$ cat src/rtl/fir_xifu_simd_mac.sv
// SIMD multiply-accumulate execute engine for the FIR XIF coprocessor.
// Two stages: S1 registers per-lane products, S2 accumulates or reads out and
// retires in order into a result register, gated by per-entry commit/kill.
module fir_xifu_simd_mac #(
  parameter int unsigned DATA_W   = 16,
  parameter int unsigned NB_LANES = 2,
  parameter int unsigned ACC_W    = 40,
  parameter int unsigned NB_ACC   = 4,
  parameter int unsigned ID_W     = 4
) (
  input  logic                      clk_i,
  input  logic                      rst_ni,
  input  logic                      clear_i,
  input  logic                      issue_valid_i,
  output logic                      issue_ready_o,
  input  logic [1:0]                issue_op_i,
  input  logic [ID_W-1:0]           issue_id_i,
  input  logic [$clog2(NB_ACC)-1:0] issue_acc_i,
  input  logic [31:0]               issue_rs1_i,
  input  logic [31:0]               issue_rs2_i,
  input  logic [5:0]                issue_shift_i,
  input  logic                      commit_valid_i,
  input  logic [ID_W-1:0]           commit_id_i,
  input  logic                      commit_kill_i,
  output logic                      result_valid_o,
  input  logic                      result_ready_i,
  output logic [ID_W-1:0]           result_id_o,
  output logic                      result_we_o,
  output logic [31:0]               result_data_o,
  output logic                      busy_o
);

  localparam int unsigned PROD_W = 2 * DATA_W;
  localparam int unsigned AIDX_W = $clog2(NB_ACC);
  localparam int unsigned EXT_W  = ACC_W + 1;

  localparam logic [1:0] OP_MAC   = 2'd0;
  localparam logic [1:0] OP_CLR   = 2'd1;
  localparam logic [1:0] OP_RD    = 2'd2;
  localparam logic [1:0] OP_RDCLR = 2'd3;

  logic                             s1_valid, s1_cmt;
  logic [1:0]                       s1_op;
  logic [ID_W-1:0]                  s1_id;
  logic [AIDX_W-1:0]                s1_acc;
  logic [5:0]                       s1_shift;
  logic [NB_LANES-1:0][PROD_W-1:0]  s1_prod;

  logic                             s2_valid, s2_cmt;
  logic [1:0]                       s2_op;
  logic [ID_W-1:0]                  s2_id;
  logic [AIDX_W-1:0]                s2_acc;
  logic [5:0]                       s2_shift;
  logic [NB_LANES-1:0][PROD_W-1:0]  s2_prod;

  logic [ACC_W-1:0]                 acc_q [NB_ACC];

  logic                             hit_iss, hit_s1, hit_s2, s2_kill;
  logic                             s2_retire, s2_free, s1_adv, issue_fire;
  logic [NB_LANES-1:0][PROD_W-1:0]  prod_d;
  logic signed [PROD_W-1:0]         a_ext, b_ext;
  logic [ACC_W-1:0]                 sum, acc_cur;
  logic [5:0]                       sh;
  logic [EXT_W-1:0]                 rnd;
  logic signed [EXT_W-1:0]          rounded;
  logic [EXT_W-32:0]                hi;
  logic [31:0]                      rd_val;

  // Commit/kill matching and stage-advance handshakes
  assign hit_iss    = commit_valid_i && (commit_id_i == issue_id_i);
  assign hit_s1     = commit_valid_i && s1_valid && (commit_id_i == s1_id);
  assign hit_s2     = commit_valid_i && s2_valid && (commit_id_i == s2_id);
  assign s2_kill    = hit_s2 && commit_kill_i;
  assign s2_retire  = s2_valid && s2_cmt && !s2_kill && !clear_i &&
                      (!result_valid_o || result_ready_i);
  assign s2_free    = !s2_valid || s2_retire || s2_kill;
  assign s1_adv     = s1_valid && s2_free;
  assign issue_ready_o = !s1_valid || s1_adv;
  assign issue_fire = issue_valid_i && issue_ready_o && !clear_i;
  assign busy_o     = s1_valid || s2_valid || result_valid_o;

  // Per-lane signed products of the issuing operands
  always_comb begin
    prod_d = '0;
    a_ext  = '0;
    b_ext  = '0;
    for (int l = 0; l < int'(NB_LANES); l++) begin
      a_ext     = PROD_W'($signed(issue_rs1_i[l*DATA_W +: DATA_W]));
      b_ext     = PROD_W'($signed(issue_rs2_i[l*DATA_W +: DATA_W]));
      prod_d[l] = a_ext * b_ext;
    end
  end

  // Lane sum plus rounded, shifted, saturated readout of the S2 accumulator
  always_comb begin
    sum = '0;
    for (int l = 0; l < int'(NB_LANES); l++) begin
      sum = sum + ACC_W'($signed(s2_prod[l]));
    end
    acc_cur = acc_q[s2_acc];
    sh      = ({1'b0, s2_shift} >= 7'(ACC_W)) ? 6'(ACC_W - 1) : s2_shift;
    rnd     = '0;
    if (sh != 6'd0) rnd = EXT_W'(1) << (sh - 6'd1);
    rounded = $signed({acc_cur[ACC_W-1], acc_cur} + rnd) >>> sh;
    hi      = rounded[EXT_W-1:31];
    if ((&hi) || !(|hi)) rd_val = rounded[31:0];
    else                 rd_val = rounded[EXT_W-1] ? 32'h8000_0000 : 32'h7FFF_FFFF;
  end

  // S1: capture issue, track commit/kill while waiting to advance
  always_ff @(posedge clk_i or negedge rst_ni) begin
    if (!rst_ni) begin
      s1_valid <= 1'b0;
      s1_cmt   <= 1'b0;
      s1_op    <= '0;
      s1_id    <= '0;
      s1_acc   <= '0;
      s1_shift <= '0;
      s1_prod  <= '0;
    end else if (clear_i) begin
      s1_valid <= 1'b0;
      s1_cmt   <= 1'b0;
    end else if (issue_fire) begin
      s1_valid <= !(hit_iss && commit_kill_i);
      s1_cmt   <= hit_iss && !commit_kill_i;
      s1_op    <= issue_op_i;
      s1_id    <= issue_id_i;
      s1_acc   <= issue_acc_i;
      s1_shift <= issue_shift_i;
      s1_prod  <= prod_d;
    end else if (s1_adv) begin
      s1_valid <= 1'b0;
      s1_cmt   <= 1'b0;
    end else if (hit_s1) begin
      if (commit_kill_i) s1_valid <= 1'b0;
      else               s1_cmt   <= 1'b1;
    end
  end

  // S2: holds the oldest entry until committed and the result slot is free
  always_ff @(posedge clk_i or negedge rst_ni) begin
    if (!rst_ni) begin
      s2_valid <= 1'b0;
      s2_cmt   <= 1'b0;
      s2_op    <= '0;
      s2_id    <= '0;
      s2_acc   <= '0;
      s2_shift <= '0;
      s2_prod  <= '0;
    end else if (clear_i) begin
      s2_valid <= 1'b0;
      s2_cmt   <= 1'b0;
    end else if (s1_adv) begin
      s2_valid <= !(hit_s1 && commit_kill_i);
      s2_cmt   <= s1_cmt || (hit_s1 && !commit_kill_i);
      s2_op    <= s1_op;
      s2_id    <= s1_id;
      s2_acc   <= s1_acc;
      s2_shift <= s1_shift;
      s2_prod  <= s1_prod;
    end else if (s2_retire || s2_kill) begin
      s2_valid <= 1'b0;
      s2_cmt   <= 1'b0;
    end else if (hit_s2) begin
      s2_cmt <= 1'b1;
    end
  end

  // Accumulator bank, updated only by a retiring S2 entry
  always_ff @(posedge clk_i or negedge rst_ni) begin
    if (!rst_ni) begin
      for (int i = 0; i < int'(NB_ACC); i++) acc_q[i] <= '0;
    end else if (s2_retire) begin
      case (s2_op)
        OP_MAC:           acc_q[s2_acc] <= acc_cur + sum;
        OP_CLR, OP_RDCLR: acc_q[s2_acc] <= '0;
        default:          ;
      endcase
    end
  end

  // Result register, stable until accepted
  always_ff @(posedge clk_i or negedge rst_ni) begin
    if (!rst_ni) begin
      result_valid_o <= 1'b0;
      result_id_o    <= '0;
      result_we_o    <= 1'b0;
      result_data_o  <= '0;
    end else if (clear_i) begin
      result_valid_o <= 1'b0;
    end else if (s2_retire) begin
      result_valid_o <= 1'b1;
      result_id_o    <= s2_id;
      result_we_o    <= (s2_op == OP_RD) || (s2_op == OP_RDCLR);
      result_data_o  <= ((s2_op == OP_RD) || (s2_op == OP_RDCLR)) ? rd_val : 32'h0;
    end else if (result_ready_i) begin
      result_valid_o <= 1'b0;
    end
  end

endmodule
$ cat config.mk
export PLATFORM = sky130hd
export DESIGN_NAME = fir_xifu_simd_mac
export DESIGN_NICKNAME = d
export VERILOG_FILES = /design/src/rtl/fir_xifu_simd_mac.sv
export SDC_FILE = /design/constraint.sdc
export NUM_CORES = 2
export LEC_CHECK = 0
export BUFFER_PORTS_ARGS = -buffer_cell sky130_fd_sc_hd__buf_4
export CAP_MARGIN = 20
export CORE_MARGIN = 2
export CORE_UTILIZATION = 53
export CTS_BUF_LIST = sky130_fd_sc_hd__clkbuf_4
export DETAILED_ROUTE_END_ITERATION = 7
export MAX_ROUTING_LAYER = met4
export PLACE_DENSITY = 0.7
export SETUP_SLACK_MARGIN = 0.15
export SLEW_MARGIN = 20
export SYNTH_ARGS = -nofsm -noshare
export SYNTH_HDL_FRONTEND = slang
export SYNTH_SLANG_ARGS = --single-unit
$ cat constraint.sdc
create_clock -name clk_i -period 7.8 [get_ports clk_i]
set_input_delay 1.56 -clock clk_i [delete_from_list [all_inputs] [get_ports clk_i]]
set_output_delay 1.56 -clock clk_i [all_outputs]
set_load 0.02 [all_outputs]
Word level (Yosys, flattened, before mapping). Index checks and enable logic that the tools add are counted.

Register bits: 358. Latch bits: 0. Memory bits (writable): 0. Bits in read-only memories: 0. Memories kept: 0.

Add/sub/neg operators: 4. $mul: 2. Div/mod/pow operators: 0. Magnitude comparators: 3. Eq/ne operators: 7. Shift operators: 2. Multiplexer cells: 32. Bitwise logic cells: 4. Reductions and logical operators: 54.

Operators with widths (count): $pmux 160 s2 (1); $and 160x160->160 (1); $bwmux 160 (1); $not 160->160 (1); $mux 40 (3); $mux 32 (3); $bmux 40 s2 (1); $demux 40 s2 (1); $mul 16x16->32 (2); $add 41x41->41 (1); $mux 41 (1); $shl 1x6->41 const A (1); $sshr 41x6->41 (1); $add 40x40->40 (1); $add 32x32->33 (1); $mux 1 (20); $logic_and 1x1->1 (18); $eq 4x4->1 (3); $reduce_and 2->1 (6); $reduce_bool 4->1 (3); $logic_or 1x1->1 (10); $reduce_and 10->1 (1); $reduce_or 10->1 (1); $logic_not 1->1 (9); 15 further kinds (17).

Logic depth before layout (Yosys ltp).
Depth after elaboration: 15. Depth in mapped cells: 28. Gate-level depth less buffers: 27.

Worst setup path before layout. No wires, ideal clock.

Kind: input to register. Start point: input issue_rs1_i[26]. End point: register s1_prod[63] in the netlist's numbering. Data arrival time: 7.415 ns. Path slack: 0.303 ns. Cell stages on the path: 27. Cell sequence: clkbuf_1 -> nand2_1 -> fa_1 -> inv_1 -> fa_1 -> inv_1 -> fa_1 -> fa_1 -> inv_1 -> fa_1 -> inv_1 -> fa_1 -> inv_1 -> ha_1 -> a21o_1 -> a21oi_1 -> nor2b_1 -> a21oi_1 -> a31oi_1 -> o2111ai_1 -> nand4_1 -> nand3_1 -> a31oi_1 -> o211ai_1 -> a21boi_0 -> or3_1 -> a31oi_1.

Longest elaborated chain between the ends: 1.

RTL lines: start: declaration (line 19) `input logic [31:0] issue_rs1_i,`; $mul 16x16->32 (line 90) `prod_d[l] = a_ext * b_ext;`; end signal: assignment (line 130) `s1_prod <= prod_d;`; end: declaration (line 47) `logic [NB_LANES-1:0][PROD_W-1:0] s1_prod;`.

Every way passes these cells. A chain may end at the register's enable or synchronous reset.

Worst setup path in the final report.
Start point: register s2_prod[33] in the netlist's numbering. End point: register acc_q[39] in the netlist's numbering.

Longest elaborated chain between the ends: 4.

RTL lines: start: declaration (line 54) `logic [NB_LANES-1:0][PROD_W-1:0] s2_prod;`; start signal: assignment (line 160) `s2_prod <= s1_prod;`; $add 32x32->33 (line 98) `sum = sum + ACC_W'($signed(s2_prod[l]));`; $add 40x40->40 (line 175) `OP_MAC: acc_q[s2_acc] <= acc_cur + sum;`; $bwmux 160 (line 175); $pmux 160 s2 (line 174) `case (s2_op)`; end signal: indexed assignment (line 175); end: declaration (line 56) `logic [ACC_W-1:0] acc_q [NB_ACC];`.

Every way passes these cells.

==> out/metrics.csv <==
stage,metric,value,unit
outcome,outcome,completed,
synth,sequential element share of the synthesized area,21.0,%
worst_setup_path,CP cell instances,ha_1 -> a21o_1 -> a21oi_1 -> o21ai_0 -> a2111oi_0 -> o31ai_1 -> or4b_2 -> a31oi_1 -> a21oi_1 -> xnor2_1 -> ha_1 -> a21o_1 -> a21o_1 -> or3_1 -> a311oi_1 -> nor2_1 -> a221o_1 -> o211ai_1 -> o2111ai_1 -> a21oi_1 -> o21a_1 -> xor3_1 -> o31ai_1,
cts,CTS tree,done,
timing,Final period util,91.6,%
placed_design,Placement Setup Slack,0.0465,ns
worst_setup_path,CP Class,reg -> reg,
synth,synth unique cells,93,
cells_and_area,FF+latch area,8960,sq um
die,Initial Util,53.8,%
detailed_routing,average wire per standard cell,19.0,um
timing,Final Max Tran Viols,0,
synth,mean post-synth cell area,9.15,sq um
cells_and_area,Layout Nets,5631,
cts,clock sinks,358,
global_routing,gr usage total,28.5,%
detailed_routing,# DRC,0,
worst_setup_path,r2r startpoint,s2_prod[33],
power,Leak,0.0224,uW
timing,RSZ-0062 raised after global routing,false,
global_routing,first-pass GRT wire length,183,mm
worst_setup_path,Worst setup EP type,register,
timing,fmax,140,MHz
cts,CTS max path bufs,3,
global_routing,vias in the first global route,34699,
global_routing,initial antenna violation count,3,
timing,# setup viols final,0,
synth,top-count cell post-synth,nand2_1,
cts,# Post-CTS Setup Buffers,0,
cells_and_area,layout cell share with drive strength beyond 1,11.3,%
worst_setup_path,CP startpoint kind,register,
synth,"Cell Area, Synth",42600,sq um
placed_design,port bufs,128,
worst_setup_path,CP max FO,4,
placed_design,Final HPWL DP,86.8,mm
min_path,hold_sp,s1_shift[3],
cells_and_area,post-route cell area,45900,sq um
die,core footprint,79300,sq um
worst_setup_path,worst setup path startpoint,s2_prod[33],
detailed_routing,Routed WL,111,mm
detailed_routing,initial DRC count,2617,
min_path,Hold/Removal Path Class,reg -> reg,
worst_setup_path,Arrival @ worst endpoint,7.88,ns
detailed_routing,via count,33975,
synth,Post-synth top cells,"nand2_1, inv_1, fa_1",
global_routing,grt total ovfl,0,
power,VDD IR max,714,uV
synth,Area contributors post-synth,"fa_1, dfrtp_1, ha_1",
timing,final setup TNS,0,ns
timing,Least-Margin Pin Slew,0.936,ns
placed_design,placed cell areas,44700,sq um
power,PD cells,485,nW/um^2
timing,min cycle time layout,7.15,ns
die,Die H,288,um
global_routing,largest net degree at the start of global routing,143,
cts,Post-CTS Hold Fix Bufs,0,
timing,"Hold Vio Cnt, Final",0,
synth,Post-synth EDFFs,0,
cts,post_cts resized,0,
worst_setup_path,"CP delay by family, top",compound AO/OA/AOI/OAI gates,
die,Horiz. Die Dim,288,um
worst_setup_path,CP required,8.53,ns
timing,skew final,0.0822,ns
timing,Rel. slew slack,37.5,%
flow_run,max-cap violations,0,
cts,clk root buf,clkbuf_4,
synth,share of the synthesized area in the top cell type,24.8,%
synth,Seq cells post-synth,358,
synth,ys flop type,dfrtp_1,
worst_setup_path,Buf/Inv on CP,0,
synth,Cells after Synth,4658,
cells_and_area,area growth from synthesis to final layout,7.66,%
synth,"area leader, netlist",fa_1,
synth,Post-Syn Nets,5549,
detailed_routing,via/cell ratio,5.80,
cts,H-tree Lvls,3,
cts,Clock Latency Late Sink,0.85,ns
detailed_routing,ANT nets after route,0,
die,row count,103,
worst_setup_path,CP max stage cell,or4b_2,
die,DIE AREA,82700,sq um
placed_design,gpl congestion,0.982,
die,I/O pin total,129,
timing,setup ws final,0.653,ns
cts,"Clk pin slew, worst setup/hold paths",0.06,ns
cells_and_area,fillers,7131,
cells_and_area,multi-input logic area,30600,sq um
cts,CTS Buf Count,96,
synth,Yosys warnings,0,
worst_setup_path,critical path's largest stage delay,0.68,ns
synth,"FFs w/ async S/R, synth",100,%
detailed_routing,first-pass iteration count of the detailed router,6,
sequential cells by signal (all words and copies together) (netlist names), 6 cells and up:
register and cells:
s1_prod 64, result_data_o 32, s1_shift 6, s2_shift 6
s2_prod 64, acc_q 160
worst paths after layout:
kind	depth (start not counted)	slack, ns	end
min reg2reg	2	0.43	s2_shift[3]
max reg2reg	23	0.65	acc_q[39]
min	2	0.43	s2_shift[3]
min in group asynchronous	1	0.73	acc_q[48]
max	23	0.65	acc_q[39]
max in group asynchronous	2	5.71	s2_acc[0]
layer usage:
layer	share of wire [%]	global-route usage [%]	vias up	wire, um
met1	41	36.6	16947	46100
met4	3.3	8.67	0	3620
li1	-	-	15654	-
met2	50	47.6	1113	55700
met3	5.4	3.16	261	6050
met5	0	-	-	0
cell usage in the layout, fill, tap and decap left out, types with 34 or more instances in the layout:
cell type  instances
ha_1             275
o211ai_1          35
xor2_1            58
nor2_1           191
and2_1           208
nand2_1          765
o31ai_1           44
inv_1            611
mux4_2            43
fa_1             527
nand3_1           56
xnor2_1           96
mux2_2           112
a21o_1            61
dfrtp_1          355
clkbuf_4         139
a22o_1            56
nor3_1            81
o21ai_0          170
nand2b_1          54
a21oi_1          159
mux2i_1           44
buf_4            187
a211oi_1          34
logic make-up after synthesis:
| kind of cell | share of synthesized area (%) |
|---|---|
| flops | 21.0 |
| compound gates | 13.1 |
| buf+inv | 7.33 |
| mux | 6.27 |
| other cells | 0.00880 |
| simple gates | 16.2 |
| fa+ha+maj | 32.8 |
| xor+xnor | 3.22 |
worst reg2reg max path, stage by stage (launching register included):
cell and delay (ns):
dfrtp_1 0.47, ha_1 0.32, a21o_1 0.12, a21oi_1 0.11, o21ai_0 0.34, a2111oi_0 0.26
o31ai_1 0.37, or4b_2 0.69, a31oi_1 0.27, a21oi_1 0.13, xnor2_1 0.45, ha_1 0.38
a21o_1 0.19, a21o_1 0.21, or3_1 0.34, a311oi_1 0.47, nor2_1 0.19, a221o_1 0.40
o211ai_1 0.22, o2111ai_1 0.15, a21oi_1 0.26, o21a_1 0.19, xor3_1 0.31, o31ai_1 0.25
metrics by stage:
step           total power (uW)  util, %  cells  hold WS [ns]
2_1_floorplan             16200        -   4658         0.433
3_3_place_gp              20400     56.3   5689         0.453
3_5_place_dp              20600     56.4   5690         0.458
4_1_cts                   22400     57.8   5847         0.427
5_1_grt                   24900     57.9   5853         0.463
6_report                  22300     57.9   5853         0.430
where the power goes:
| part | switching (uW) | internal (uW) | leakage, uW |
|---|---|---|---|
| sequential | 307 | 2250 | 0.00474 |
| combinational | 10400 | 7650 | 0.0170 |
| clock | 795 | 841 | 0.000689 |
final cells by class:
cell class	count	area share [%]
multi-input cells	3477	66.7
clock buffers	139	2.27
inverters	613	5.02
clock inverters	18	0.248
well taps	1050	2.86
diodes	4	0.0218
flip-flops and latches	358	19.5
repair buffers	194	3.34
Power figures use the tool's default switching activity.
